**src/rtl/stream_pkg.sv**
```systemverilog
// Shared types and sizing helpers for the output stream drain.
package stream_pkg;
  localparam int DEF_DATA_WIDTH = 16;
  localparam int DEF_DEPTH      = 16;
  localparam int DEF_PTR_W      = $clog2(DEF_DEPTH) + 1;

  typedef logic signed [DEF_DATA_WIDTH-1:0] sample_t;

  // One FIFO slot: the sample plus its end-of-frame tag.
  typedef struct packed {
    logic    last;
    sample_t sample;
  } entry_t;

  // Pointer width carries one extra wrap bit so full/empty are distinguishable.
  function automatic int ptr_w(input int depth);
    return $clog2(depth) + 1;
  endfunction
endpackage

```
**src/rtl/sfifo_core.sv**
```systemverilog
// First-word-fall-through FIFO core: storage, wrap-bit pointers, flags, level.
module sfifo_core
  import stream_pkg::*;
#(
  parameter int W     = DEF_DATA_WIDTH + 1,
  parameter int DEPTH = DEF_DEPTH,
  parameter int PW    = ptr_w(DEPTH)
) (
  input  logic          clk,
  input  logic          rst,
  input  logic          push,
  input  logic          pop,
  input  logic [W-1:0]  wdata,
  output logic [W-1:0]  rdata,
  output logic          full,
  output logic          empty,
  output logic [PW-1:0] level
);
  localparam int AW = PW - 1;

  logic [W-1:0]  mem [DEPTH];
  logic [PW-1:0] wr_ptr_q, wr_ptr_d;
  logic [PW-1:0] rd_ptr_q, rd_ptr_d;

  // Pointers advance on their own strobe; depth is a power of two so they wrap naturally.
  always_comb begin
    wr_ptr_d = wr_ptr_q;
    rd_ptr_d = rd_ptr_q;
    if (push) wr_ptr_d = wr_ptr_q + PW'(1);
    if (pop)  rd_ptr_d = rd_ptr_q + PW'(1);
  end

  // Pointer registers; reset flushes every stored entry.
  always_ff @(posedge clk) begin
    if (rst) begin
      wr_ptr_q <= '0;
      rd_ptr_q <= '0;
    end else begin
      wr_ptr_q <= wr_ptr_d;
      rd_ptr_q <= rd_ptr_d;
    end
  end

  // Storage write; contents need no reset because empty masks the head.
  always_ff @(posedge clk) begin
    if (push) mem[wr_ptr_q[AW-1:0]] <= wdata;
  end

  assign rdata = mem[rd_ptr_q[AW-1:0]];
  assign empty = (wr_ptr_q == rd_ptr_q);
  assign full  = ((wr_ptr_q ^ rd_ptr_q) == {1'b1, {AW{1'b0}}});
  assign level = wr_ptr_q - rd_ptr_q;
endmodule

```
**src/rtl/out_stream_drain.sv**
```systemverilog
// Buffers a valid-only result stream into a FIFO, re-emits it ready/valid,
// tags frame ends with m_last and accounts for samples dropped on overflow.
module out_stream_drain
  import stream_pkg::*;
#(
  parameter int DATA_WIDTH = DEF_DATA_WIDTH,
  parameter int DEPTH      = DEF_DEPTH,
  parameter int FRAME_LEN  = 32,
  parameter int CNT_WIDTH  = 16
) (
  input  logic                         clk,
  input  logic                         rst,
  input  logic signed [DATA_WIDTH-1:0] in_sample,
  input  logic                         in_valid,
  output logic signed [DATA_WIDTH-1:0] m_data,
  output logic                         m_valid,
  input  logic                         m_ready,
  output logic                         m_last,
  output logic [$clog2(DEPTH):0]       level,
  output logic                         overflow,
  output logic [CNT_WIDTH-1:0]         drop_count,
  input  logic                         clr_status
);
  localparam int PW    = ptr_w(DEPTH);
  localparam int POS_W = (FRAME_LEN > 1) ? $clog2(FRAME_LEN) : 1;

  typedef logic signed [DATA_WIDTH-1:0] smp_t;
  typedef struct packed {
    logic last;
    smp_t sample;
  } ent_t;

  ent_t wr_ent, rd_ent;
  logic full, empty, push, pop, drop;

  logic [POS_W-1:0]     pos_q, pos_d;
  logic                 overflow_q, overflow_d;
  logic [CNT_WIDTH-1:0] drop_cnt_q, drop_cnt_d;

  // A full FIFO still accepts when the head leaves in the same cycle.
  assign pop  = m_valid & m_ready;
  assign push = in_valid & (~full | pop);
  assign drop = in_valid & full & ~pop;

  assign wr_ent.last   = (pos_q == POS_W'(FRAME_LEN - 1));
  assign wr_ent.sample = in_sample;

  sfifo_core #(.W($bits(ent_t)), .DEPTH(DEPTH), .PW(PW)) u_fifo (
    .clk   (clk),
    .rst   (rst),
    .push  (push),
    .pop   (pop),
    .wdata (wr_ent),
    .rdata (rd_ent),
    .full  (full),
    .empty (empty),
    .level (level)
  );

  assign m_valid    = ~empty;
  assign m_data     = empty ? '0 : rd_ent.sample;
  assign m_last     = ~empty & rd_ent.last;
  assign overflow   = overflow_q;
  assign drop_count = drop_cnt_q;

  // Frame position follows every input beat, kept or dropped; status clears before counting.
  always_comb begin
    pos_d      = pos_q;
    overflow_d = overflow_q;
    drop_cnt_d = drop_cnt_q;
    if (in_valid)
      pos_d = wr_ent.last ? '0 : pos_q + POS_W'(1);
    if (clr_status) begin
      overflow_d = drop;
      drop_cnt_d = drop ? CNT_WIDTH'(1) : '0;
    end else if (drop) begin
      overflow_d = 1'b1;
      if (drop_cnt_q != '1) drop_cnt_d = drop_cnt_q + CNT_WIDTH'(1);
    end
  end

  // Framing and status registers.
  always_ff @(posedge clk) begin
    if (rst) begin
      pos_q      <= '0;
      overflow_q <= 1'b0;
      drop_cnt_q <= '0;
    end else begin
      pos_q      <= pos_d;
      overflow_q <= overflow_d;
      drop_cnt_q <= drop_cnt_d;
    end
  end
endmodule

```
**config.mk**
```make
export PLATFORM = sky130hd
export DESIGN_NAME = out_stream_drain
export DESIGN_NICKNAME = d
export VERILOG_FILES = /design/src/rtl/stream_pkg.sv /design/src/rtl/sfifo_core.sv /design/src/rtl/out_stream_drain.sv
export SDC_FILE = /design/constraint.sdc
export NUM_CORES = 1
export LEC_CHECK = 0
export CORE_ASPECT_RATIO = 1.4
export CORE_UTILIZATION = 30
export CTS_CLUSTER_DIAMETER = 80
export CTS_CLUSTER_SIZE = 40
export DETAILED_ROUTE_END_ITERATION = 10
export DONT_BUFFER_PORTS = 1
export PLACE_DENSITY_LB_ADDON = 0.15
export SETUP_SLACK_MARGIN = 0.1
export SLEW_MARGIN = 15
export SYNTH_ARGS = -nofsm -noshare
export SYNTH_HDL_FRONTEND = slang
export SYNTH_SLANG_ARGS = --single-unit
```
**constraint.sdc**
```tcl
create_clock -name clk -period 3.1 [get_ports clk]
set_clock_uncertainty 0.1 [all_clocks]
set_input_delay 0.31 -clock clk [delete_from_list [all_inputs] [get_ports clk]]
set_output_delay 0.31 -clock clk [all_outputs]
set_load 0.05 [all_outputs]
```
After elaboration in Yosys (flattened, before gate mapping)
Memories as Yosys holds them, arrays and structs flattened. A register that Yosys moved wholly into a read port is not among the register bits.
Index checks and enable logic that the tools add are counted.
{ "classes": {"add_sub_neg": 5, "magnitude_cmp": 0, "n_shift": 0, "mux": 12, "n_reduce_logical": 3, "div_mod_pow": 0, "mul": 0, "n_eq_ne": 4, "n_bitwise": 10} }
{ "op_table": {"columns": ["cell", "count"], "rows": [
  ["$mux W16", 4],
  ["$add A16 B1 Y16 const B", 1],
  ["$ne A16 B16 Y1 const B", 1],
  ["$add A5 B1 Y5 const B", 3],
  ["$eq A5 B5 Y1 const B", 2],
  ["$mux W4", 2],
  ["$and A1 B1 Y1", 5],
  ["$eq A5 B5 Y1", 1],
  ["$mux W1", 5],
  ["$mux W5", 1],
  ["$sub A5 B5 Y5", 1],
  ["$xor A5 B5 Y5", 1],
  ["$reduce_bool A2 Y1", 2],
  ["$not A1 Y1", 3],
  ["$reduce_and A2 Y1", 1],
  ["$or A1 B1 Y1", 1]
]} }
{ "word_totals": {"rom_bits": 0, "output_inout_bits": 40, "wordCells": 40, "register_bits": 32, "inputBits": 21, "latch_bits": 0, "ram_bits": 272, "mem_count": 1} }
{ "memory_table": {"columns": ["name", "words", "width", "rd", "rd_clocked_by_memory_dff", "write_ports", "line_no", "text"], "rows": [
  ["u_fifo.mem", 16, 17, 1, 1, 1, "sfifo_core.sv:21", "logic [W-1:0] mem [DEPTH];"]
]} }

Longest topological paths before layout
Gate-level depths: netlist of run 1.
{ "depth": {"ltp_word": 7, "depth_mapped": 8, "depth_no_buf": 7} }

Cells and area by module
From an unflattened synthesis of run 1, not the netlist that was laid out.
{ "hier_totals": {"cells_unflattened": 679, "area_unflattened_um2": 12389.4} }
{ "modules_own_cells": {"columns": ["mod", "area_per_inst_um2", "n_inst", "cells_each", "seq_area_each_um2"], "rows": [
  ["sfifo_core", 10999.3, 1, 510, 8448.1],
  ["out_stream_drain", 1390.1, 1, 169, 440.4]
]} }

Least setup slack after synthesis of run 1
No wires, ideal clock.
{ "synth_path": {"path_type": "register to register", "from": "reg u_fifo.rd_ptr_q[1]", "to": "mem u_fifo.mem[0][0] (netlist bit), enable pin", "synth_period_minus_slack_ps": 3099, "arrival_time_ps": 2587, "path_buffers": 0, "required_time_ps": 2588, "slack_ps": 1, "setup_time_ps": 412, "stages_incl_launch_ff": 7, "cell_sequence": "dfxtp_1 -> inv_1 -> ha_1 -> nand4_1 -> o31a_1 -> nand2_1 -> nor3_1"} }
{ "synth_between": {"elab_chain_len": 7, "elab_cells_between_ends": 10, "cone_classes": "2 x eq/ne; 2 x mux; 6 x bitwise"} }
{ "synth_rtl": {"columns": ["element", "line_no", "text"], "rows": [
  ["from (decl)", "sfifo_core.sv:23", "logic [PW-1:0] rd_ptr_q, rd_ptr_d;"],
  ["from (signal assigned)", "sfifo_core.sv:40", "rd_ptr_q <= rd_ptr_d;"],
  ["$xor A5 B5 Y5 or $eq A5 B5 Y1 (tied branches)", "sfifo_core.sv:51, sfifo_core.sv:50", null],
  ["$eq A5 B5 Y1 or $not A1 Y1 (tied branches)", "sfifo_core.sv:51, out_stream_drain.sv:60", null],
  ["$not A1 Y1 or $and A1 B1 Y1 (tied branches)", "out_stream_drain.sv:42, out_stream_drain.sv:41", null],
  ["$or A1 B1 Y1 *", "out_stream_drain.sv:42", "assign push = in_valid & (~full | pop);"],
  ["$and A1 B1 Y1 *", "out_stream_drain.sv:42", null],
  ["$mux W1 *", "sfifo_core.sv:46", "if (push) mem[wr_ptr_q[AW-1:0]] <= wdata;"],
  ["$mux W1 (not written as such) *", "sfifo_core.sv:46", null],
  ["to (decl)", "sfifo_core.sv:21", null]
]} }
Every way passes the cells marked *; elsewhere a longest branch is shown, timed or not.

==> run metrics, run 1 <==
status complete, no violations; Worst Hold Margin 43.8 ps; Flop pwr share 52.7%; Final ANT Viol Nets 0; Reg clk slew, reported paths 120 ps; vias in the first global route 6802; die area 41700 µm²; CTS buffer count 15; Final min period 2890 ps; net switching fraction of the power 28.0%; Async S/R FF share, synth 0%; Synth Register Bits 308; grt ovf 0; final setup fails 0; family with the most delay on the worst path multiplexers; DIE HEIGHT 241 µm; IO buf count 0; Clock Latency Late Sink 490 ps; main combinational cell family by area after synthesis multiplexers; Slew Viols, Final 0; routed length per instance 22.8 µm; global-route wire length before repair 43500 µm; io pins 61; post-synthesis sequential area ratio 72.5%; share of cells above drive strength 1 26.1%; crit-path cells buf_12 -> mux4_2 -> mux2i_1 -> o22ai_1 -> buf_4; cell-internal power 6.29 mW; max_slew headroom 44.7%; filler instances 3826; routability cong. 0.785; Synth area leaders edfxtp_1, mux4_2, dfxtp_1; Compound-Gate Fraction of Synth Area 3.30%; Rows 87; GRT Total Usage 14.2%; slowest cell on the critical path mux4_2; Die Span X 173 µm; Vias/cell 4.93; Max VDD drop 577 µV; TritonCTS clock tree built; Post-Synth XOR/XNOR Area 0.990%; synthesized net count 690; deepest clock path buffer count 3; critical path type reg2out; final hold vios 0; Max Fanout on Critical Path 33; Max-Cap Viols 0; Post-CTS Setup Bufs 0; detailed placement HPWL 17900 µm; Leak 4.37 nW; synth cell count leaders edfxtp_1, mux4_2, mux2i_1, dfxtp_1, nor2_1; power share of the clock group 27.4%; most frequent cell after synthesis edfxtp_1; Iteration-0 DRC Markers 442; Netlist Area Pre-Place 12300 µm²; WP data required 2690 ps; leading area contributor after synthesis edfxtp_1; clk sinks 308; clock root buffer master clkbuf_16; adder-cell area share of the yosys netlist 1.39%; drc violations 0; total wire length 29000 µm; Worst Setup End Kind primary output; cell count after synthesis 656; largest net degree at the start of global routing 69; yosys warns 0; Synth Area in Simple Gates 4.75%; top cell type's share of synthesized area 66.6%; Critical Path Max Stage Delay 540 ps; setup_tns 0 ps; ys flop type edfxtp_1; Fmax 346 MHz; Slew @ Worst Pin 823 ps; average cell area after synthesis 18.7 µm²; Distinct cells, synth 51; Layout area overhead 15.7%; DR pass1 iterations 5; PD cells 615 nW/µm²; CTS H-tree lvls 1; fin crit share 93.1%; crit path DAT 2480 ps; fin nets 763; Hold Path Class in2reg; Initial Utilization 30.4%; DR vias 6272; RSZ-0062 raised after global routing false; combinational share of power 19.9%; initial antenna violation count 2; Startpoint Class register; crit path buf inv count 2; number of synthesized flops with an enable pin 272; Core Area 40300 µm²; Switch Pwr 2.44 mW; post-synthesis mux area share 15.6%
[flip-flops by register name, summed over array words and instances (netlist names), named ones only]
register / count
u_fifo.mem: 272
drop_count: 16
pos_q: 5
u_fifo.rd_ptr_q: 5
u_fifo.wr_ptr_q: 5
overflow: 1
[power groups by stage]
stage | clock [mW] | combinational [mW] | sequential (mW)
finish | 2.40 | 1.74 | 4.60
global route | 2.60 | 1.85 | 4.61
CTS | 2.49 | 1.76 | 4.60
detailed placement | 0 | 1.66 | 4.69
global placement | 0 | 1.65 | 4.69
floorplan | 0 | 1.20 | 4.68
[placed cells by master (no fill, tap or decap), types with 15 or more instances in the layout]
cell type and instances:
clkbuf_16 15, mux2i_1 33, dlygate4sd3_1 21, edfxtp_1 272, dfxtp_1 31, mux4_2 68
a21oi_1 15, nand2_1 16, buf_4 62, nor2_1 21
[worst paths after layout]
path | depth (start not counted) | slack [ps] | endpoint | start
setup reg to reg | 5 | 650 | drop_count[0]$_SDFFE_PP0P_ | drop_count[1]$_SDFFE_PP0P_
setup / recovery | 5 | 210 | m_data[15] | register
hold reg to reg | 2 | 420 | pos_q[4]$_SDFFE_PP0P_ | pos_q[4]$_SDFFE_PP0P_
hold / removal | 4 | 40 | drop_count[15]$_SDFFE_PP0P_ | rst
[timing repair]
action / in CTS / in global routing
hold endpoints to repair: 277 / 0
hold buffers: 21 / 0
endpoints found under the setup margin: 5 / 17
resized for setup: 6 / 7
[final cells by class]
class	instances	area [µm²]	share of cell area [%]
Clock inverter	9	130	0.917
Timing Repair Buffer	88	766	5.40
Tap cell	534	668	4.71
Antenna cell	1	2.50	0.0176
Inverter	14	52.6	0.370
Multi-Input combinational cell	302	3290	23.2
Clock buffer	16	379	2.67
Sequential cell	308	8900	62.7
[tightest hold or removal path, stage by stage]
cell and delay [ps]:
nor2_1 60, nand2_1 70, a31oi_1 40, nand2b_1 130
[metal layers]
layer	vias up	wire length (µm)	global-route usage (%)
met2	161	15400	26.5
met4	2	530	3.70
met5	-	13	0
li1	2804	-	-
met1	3275	11800	16.9
met3	30	1280	2.02
[metrics by stage]
stage | cell area (µm²) | util (%) | setup WS, ps | std cells | total power [mW]
2_1_floorplan | 12300 | - | 7.83 | 656 | 5.87
3_3_place_gp | 13400 | 33.3 | 607 | 1225 | 6.34
3_5_place_dp | 13400 | 33.3 | 602 | 1225 | 6.35
4_1_cts | 14200 | 35.2 | 103 | 1271 | 8.84
5_1_grt | 14200 | 35.2 | 115 | 1271 | 9.05
6_report | 14200 | 35.2 | 214 | 1272 | 8.73
[logic make-up after synthesis]
| family | Yosys count |
|---|---|
| muxes | 106 |
| AOI/OAI and AO/OA | 62 |
| buffers and inverters | 46 |
| DFF | 308 |
| adders and majority gates | 13 |
| xor gates and xnor gates | 13 |
| and+or+nand+nor | 108 |
No activity file was read; power rests on OpenSTA's default activity.
==> run 2, diff against run 1 <==
--- a/config.mk
+++ b/config.mk
@@ -11,6 +11,7 @@
 export CTS_CLUSTER_SIZE = 40
 export DETAILED_ROUTE_END_ITERATION = 10
 export DONT_BUFFER_PORTS = 1
+export HOLD_SLACK_MARGIN = 0.1
 export PLACE_DENSITY_LB_ADDON = 0.15
 export SETUP_SLACK_MARGIN = 0.1
 export SLEW_MARGIN = 15
==> constraint.sdc (replaced) <==
create_clock -name clk -period 3.1 [get_ports clk]
set_clock_uncertainty 0.1 [all_clocks]
set_input_delay 0.31 -clock clk [delete_from_list [all_inputs] [get_ports clk]]
set_output_delay 0.31 -clock clk [all_outputs]
set_load 0.1 [all_outputs]
==> run 2 against run 1 <==
Compared with the run above: core utilization is 1.5 points higher; design area is 4.3% higher; die area stayed put; sequential share of layout area is 2.6 points lower; count of clock-buffer cells in the layout is 1 lower; largest power group unchanged; largest cell class unchanged; cell count is 0.16% lower; combinational power is 52% higher; highest routed layer unchanged; flip-flop and latch count stayed put.
==> run metrics, run 2 (synthesis gave the netlist of run 1 again) <==
Post-CTS Setup Bufs 0; n_diodes 0; met2 usage 26.4%; Multi-input gate area 3560 µm²; max FFs per register 272; GRT Total Usage 14.0%; setup_tns 0 ps; deepest clock path buffer count 3; max_slew headroom 25.7%; initial antenna violation count 1; Max Fanout on Critical Path 28; routed length per instance 22.9 µm; critical path type reg2out; Vias/cell 4.89; clk sinks 308; Final min period 2940 ps; io pins 61; Setup crit end m_data[9]; vias in the first global route 6871; grt ovf 0; Storage cell area 8900 µm²; Slew Viols, Final 0; Iteration-0 DRC Markers 312; beginning of the worst hold path clr_status; crit path DAT 2530 ps; Fmax 341 MHz; Final ANT Viol Nets 0; Max-Cap Viols 0; final hold vios 0; Slew @ Worst Pin 1110 ps; status complete, no violations; filler instances 3767; share of cells above drive strength 1 28.8%; CTS H-tree lvls 1; CTS buffer count 14; fin nets 762; Core Area 40300 µm²; final setup fails 0; Leak 4.53 nW; Top Usage Layer GRT met2; clock root buffer master clkbuf_16; drc violations 0; Reg clk slew, reported paths 130 ps; Crit path top cell by count buf_12; fin crit share 94.7%; die area 41700 µm²; Rows 87; DR pass1 iterations 4; FF-to-FF setup slack 240 ps; total wire length 29000 µm; DR vias 6214; Max VDD drop 356 µV; GR Util met3 1.94%; WP data required 2690 ps; slowest cell on the critical path mux4_2; Startpoint Class register; Hold Path Class in2reg; routability cong. 0.826; PD cells 660 nW/µm²; TritonCTS clock tree built; Die Span X 173 µm; Clock Latency Late Sink 520 ps; reg-to-reg startpoint u_fifo.wr_ptr_q[0]$_SDFFE_PP0P_; Initial Utilization 30.4%; DIE HEIGHT 241 µm; Reg2Reg Depth 6; post-layout util 36.7%; global-route wire length before repair 43700 µm; commonest cells after routing, fill and taps aside edfxtp_1, mux4_2, buf_4; GR Util met1 16.9%; crit-path cells buf_12 -> mux4_2 -> mux2i_1 -> o22ai_4 -> buf_12; detailed placement HPWL 17800 µm; Worst Setup End Kind primary output; most common cell after layout, fill and taps aside edfxtp_1; Critical Path Max Stage Delay 550 ps; Layout area overhead 20.7%; R2R Path End u_fifo.mem[5][7]$_DFFE_PP_; largest net degree at the start of global routing 69; RSZ-0062 raised after global routing true; IO buf count 0
-- run 2: power by group --
group / total [mW] / internal, mW / switching, mW
clock: 2.51 / 1.07 / 1.44
sequential: 4.60 / 4.57 / 0.0347
combinational: 2.65 / 1.01 / 1.64
total: 9.77 / 6.64 / 3.12
-- run 2: repair_timing --
action | CTS | global route
hold buffers | 22 | 0
hold endpoints to repair | 292 | 0
resized for setup | 2 | 17
cloned | 0 | 3
setup endpoints to repair | 6 | 136
-- run 2: routing by layer --
metal | share of wire (%) | routed length, µm
met4 | 1.2 | 334
met3 | 3.4 | 973
met2 | 54 | 15800
met1 | 41 | 11900
met5 | 0.034 | 10
-- run 2: cell type report --
class | count | area share [%]
Clock buffer | 15 | 2.54
Timing Repair Buffer | 88 | 7.19
Tap cell | 534 | 4.51
Multi-Input combinational cell | 302 | 24.1
Inverter | 14 | 0.355
Sequential cell | 308 | 60.1
Clock inverter | 9 | 1.22
-- run 2: per-stage QoR --
stage	area, µm²	instances	hold WS (ps)	total power [mW]	setup WS (ps)
6_report	14800	1270	129	9.77	164
5_1_grt	14800	1270	173	10.1	9.78
4_1_cts	14600	1267	102	9.81	141
3_5_place_dp	13900	1221	279	7.23	138
3_3_place_gp	13900	1221	280	7.22	281
2_1_floorplan	12500	656	309	6.47	150
-- run 2: worst max-delay path: cells and delay by family (launching register included) --
family	cells	cell delay, ps
muxes	2	950
DFF	1	440
buffers and inverters	2	440
AOI/OAI and AO/OA	1	150
-- run 2: how the worst min path moves through the flow --
stage | endpoint | slack [ps] | cells after the start
after floorplan | u_fifo.mem[0][0]$_DFFE_PP_ | 310 | 0
after global placement | register | 280 | 1
after detailed placement | register | 280 | 1
after CTS | drop_count[8]$_SDFFE_PP0P_ | 100 | 4
after global routing | drop_count[8]$_SDFFE_PP0P_ | 170 | 4
final | drop_count[8]$_SDFFE_PP0P_ | 130 | 4
==> run 3, diff against run 2 <==
--- a/config.mk
+++ b/config.mk
@@ -5,12 +5,12 @@
 export SDC_FILE = /design/constraint.sdc
 export NUM_CORES = 1
 export LEC_CHECK = 0
+export BUFFER_PORTS_ARGS = -buffer_cell sky130_fd_sc_hd__buf_2
 export CORE_ASPECT_RATIO = 1.4
 export CORE_UTILIZATION = 30
 export CTS_CLUSTER_DIAMETER = 80
 export CTS_CLUSTER_SIZE = 40
 export DETAILED_ROUTE_END_ITERATION = 10
-export DONT_BUFFER_PORTS = 1
 export HOLD_SLACK_MARGIN = 0.1
 export PLACE_DENSITY_LB_ADDON = 0.15
 export SETUP_SLACK_MARGIN = 0.1
==> run 3 against run 2 <==
Compared with the run above: total power shrank 1.8%; critical endpoint is now m_data[15]; wire length shrank 2.7%; fmax up 2.6%; core utilization is 0.14 points lower; design area is 0.37% lower; register-to-register slack improved by 390 ps; count of clock-buffer cells in the layout increased by 1; via count increased by 3.0%; combinational power down 2%; non-clock buffer count rose by 28.
==> run metrics, run 3 (synthesis gave the netlist of run 1 again) <==
clk sinks 308; die area 41700 µm²; Initial Utilization 30.4%; GRT Total Usage 13.7%; Max Fanout on Critical Path 18; Slew Viols, Final 0; Max-Cap Viols 0; TritonCTS clock tree built; Core Area 40300 µm²; Die Span X 173 µm; DIE HEIGHT 241 µm; Tot Pwr 9.59 mW; RSZ-0062 raised after global routing false; vias in the first global route 6844; io pins 61; DP Area 14000 µm²; reg-to-reg startpoint drop_count[1]$_SDFFE_PP0P_; WP data required 2690 ps; Reg clk slew, reported paths 120 ps; grt ovf 0; Layout area overhead 20.3%; share of cells above drive strength 1 31.2%; Worst Setup End Kind primary output; beginning of the worst hold path in_valid; largest net degree at the start of global routing 69; n_diodes 0; setup_tns 0 ps; post-layout util 36.6%; status complete, no violations; Startpoint Class register; fin cells 1298; commonest cells after routing, fill and taps aside edfxtp_1, mux4_2, buf_2; detailed placement HPWL 16600 µm; Iteration-0 DRC Markers 387; total wire length 28300 µm; most common cell after layout, fill and taps aside edfxtp_1; fin nets 790; max FFs per register 272; drc violations 0; final setup fails 0; DR vias 6403; Clock Latency Late Sink 510 ps; Fmax 350 MHz; Final Cell Area 14700 µm²; final hold vios 0; FF-to-FF setup slack 630 ps; Final ANT Viol Nets 0; PD cells 650 nW/µm²; Slew @ Worst Pin 788 ps; DP Cell Count 1252; Vias/cell 4.93; crit path DAT 2450 ps; deepest clock path buffer count 3; Rows 87; IO buf count 60; CTS H-tree lvls 1; Setup crit end m_data[15]; R2R Path End drop_count[0]$_SDFFE_PP0P_; routability cong. 0.779; CTS buffer count 14; Leak 4.60 nW; DR pass1 iterations 5; Hold Path Class in2reg; critical path type reg2out; clock root buffer master clkbuf_16; max_slew headroom 47.0%; Max VDD drop 346 µV; fin crit share 92.3%; routed length per instance 21.8 µm; global-route wire length before repair 42700 µm; Final min period 2860 ps; initial antenna violation count 0; filler instances 3775; Reg2Reg Depth 5
## run 3: cell count changes in the layout (fill, tap and decap cells not counted), moves of 2 or more
cell / before / now
buf_2: 0 / 42
buf_4: 40 / 32
nor2_2: 5 / 11
nor2_4: 6 / 0
clkbuf_16: 18 / 15
dlygate4sd3_1: 22 / 19
mux2i_1: 34 / 37
mux2i_2: 4 / 1
clkinv_16: 3 / 1
inv_12: 0 / 2
o22ai_2: 2 / 4
o22ai_4: 15 / 13
## run 3: per-stage QoR
stage	hold slack [ps]	setup slack, ps
2_1_floorplan	309	150
3_3_place_gp	365	601
3_5_place_dp	366	567
4_1_cts	189	55.5
5_1_grt	227	118
6_report	206	239
## run 3: metal layers
metal	vias to the layer above	GRT usage [%]	part of all wire, %	wire, µm
met3	36	1.37	3.3	924
met5	-	0	0	0
met2	151	24.6	51	14300
met4	0	4.21	2.3	649
met1	3355	17.6	44	12400
li1	2861	-	-	-
## run 3: final cells by class
class                           instances  area (µm²)  area share [%]
Sequential cell                       308        8900            60.3
Multi-Input combinational cell        302        3490            23.7
Timing Repair Buffer                  116        1120            7.60
Tap cell                              534         668            4.53
Clock buffer                           16         379            2.57
Clock inverter                          8         134           0.908
Inverter                               14        52.6           0.356
## run 3: worst min-delay path by stage
stage,endpoint,slack [ps],cells after the start
global route,pos_q[0]$_SDFFE_PP0P_,230,3
global placement,overflow$_SDFFE_PP0P_,360,2
floorplan,u_fifo.mem[0][0]$_DFFE_PP_,310,0
CTS,pos_q[1]$_SDFFE_PP0P_,190,3
finish,pos_q[1]$_SDFFE_PP0P_,210,3
detailed placement,overflow$_SDFFE_PP0P_,370,2
## run 3: where the power goes
part,internal [mW],total [mW],switching [mW],leakage [nW]
Combinational,1.00,2.59,1.59,1.59
Sequential,4.57,4.60,0.0385,2.77
Clock,0.994,2.39,1.40,0.248
Total,6.56,9.59,3.02,4.60
## run 3: critical path, stage by stage, from the launching register on
cell and delay [ps]:
dfxtp_4 440, bufbuf_16 370, mux4_2 510, mux2i_1 270, o22ai_4 150, buf_12 190
## run 3: what timing repair did
item | 4_1_cts | 5_1_grt
gates resized for setup | 5 | 4
buffers inserted | 2 | 0
setup endpoints to repair | 14 | 18
hold buffers | 19 | 0
endpoints found under the hold margin | 265 | 0
pin swaps | 0 | 0
gates cloned | 1 | 0
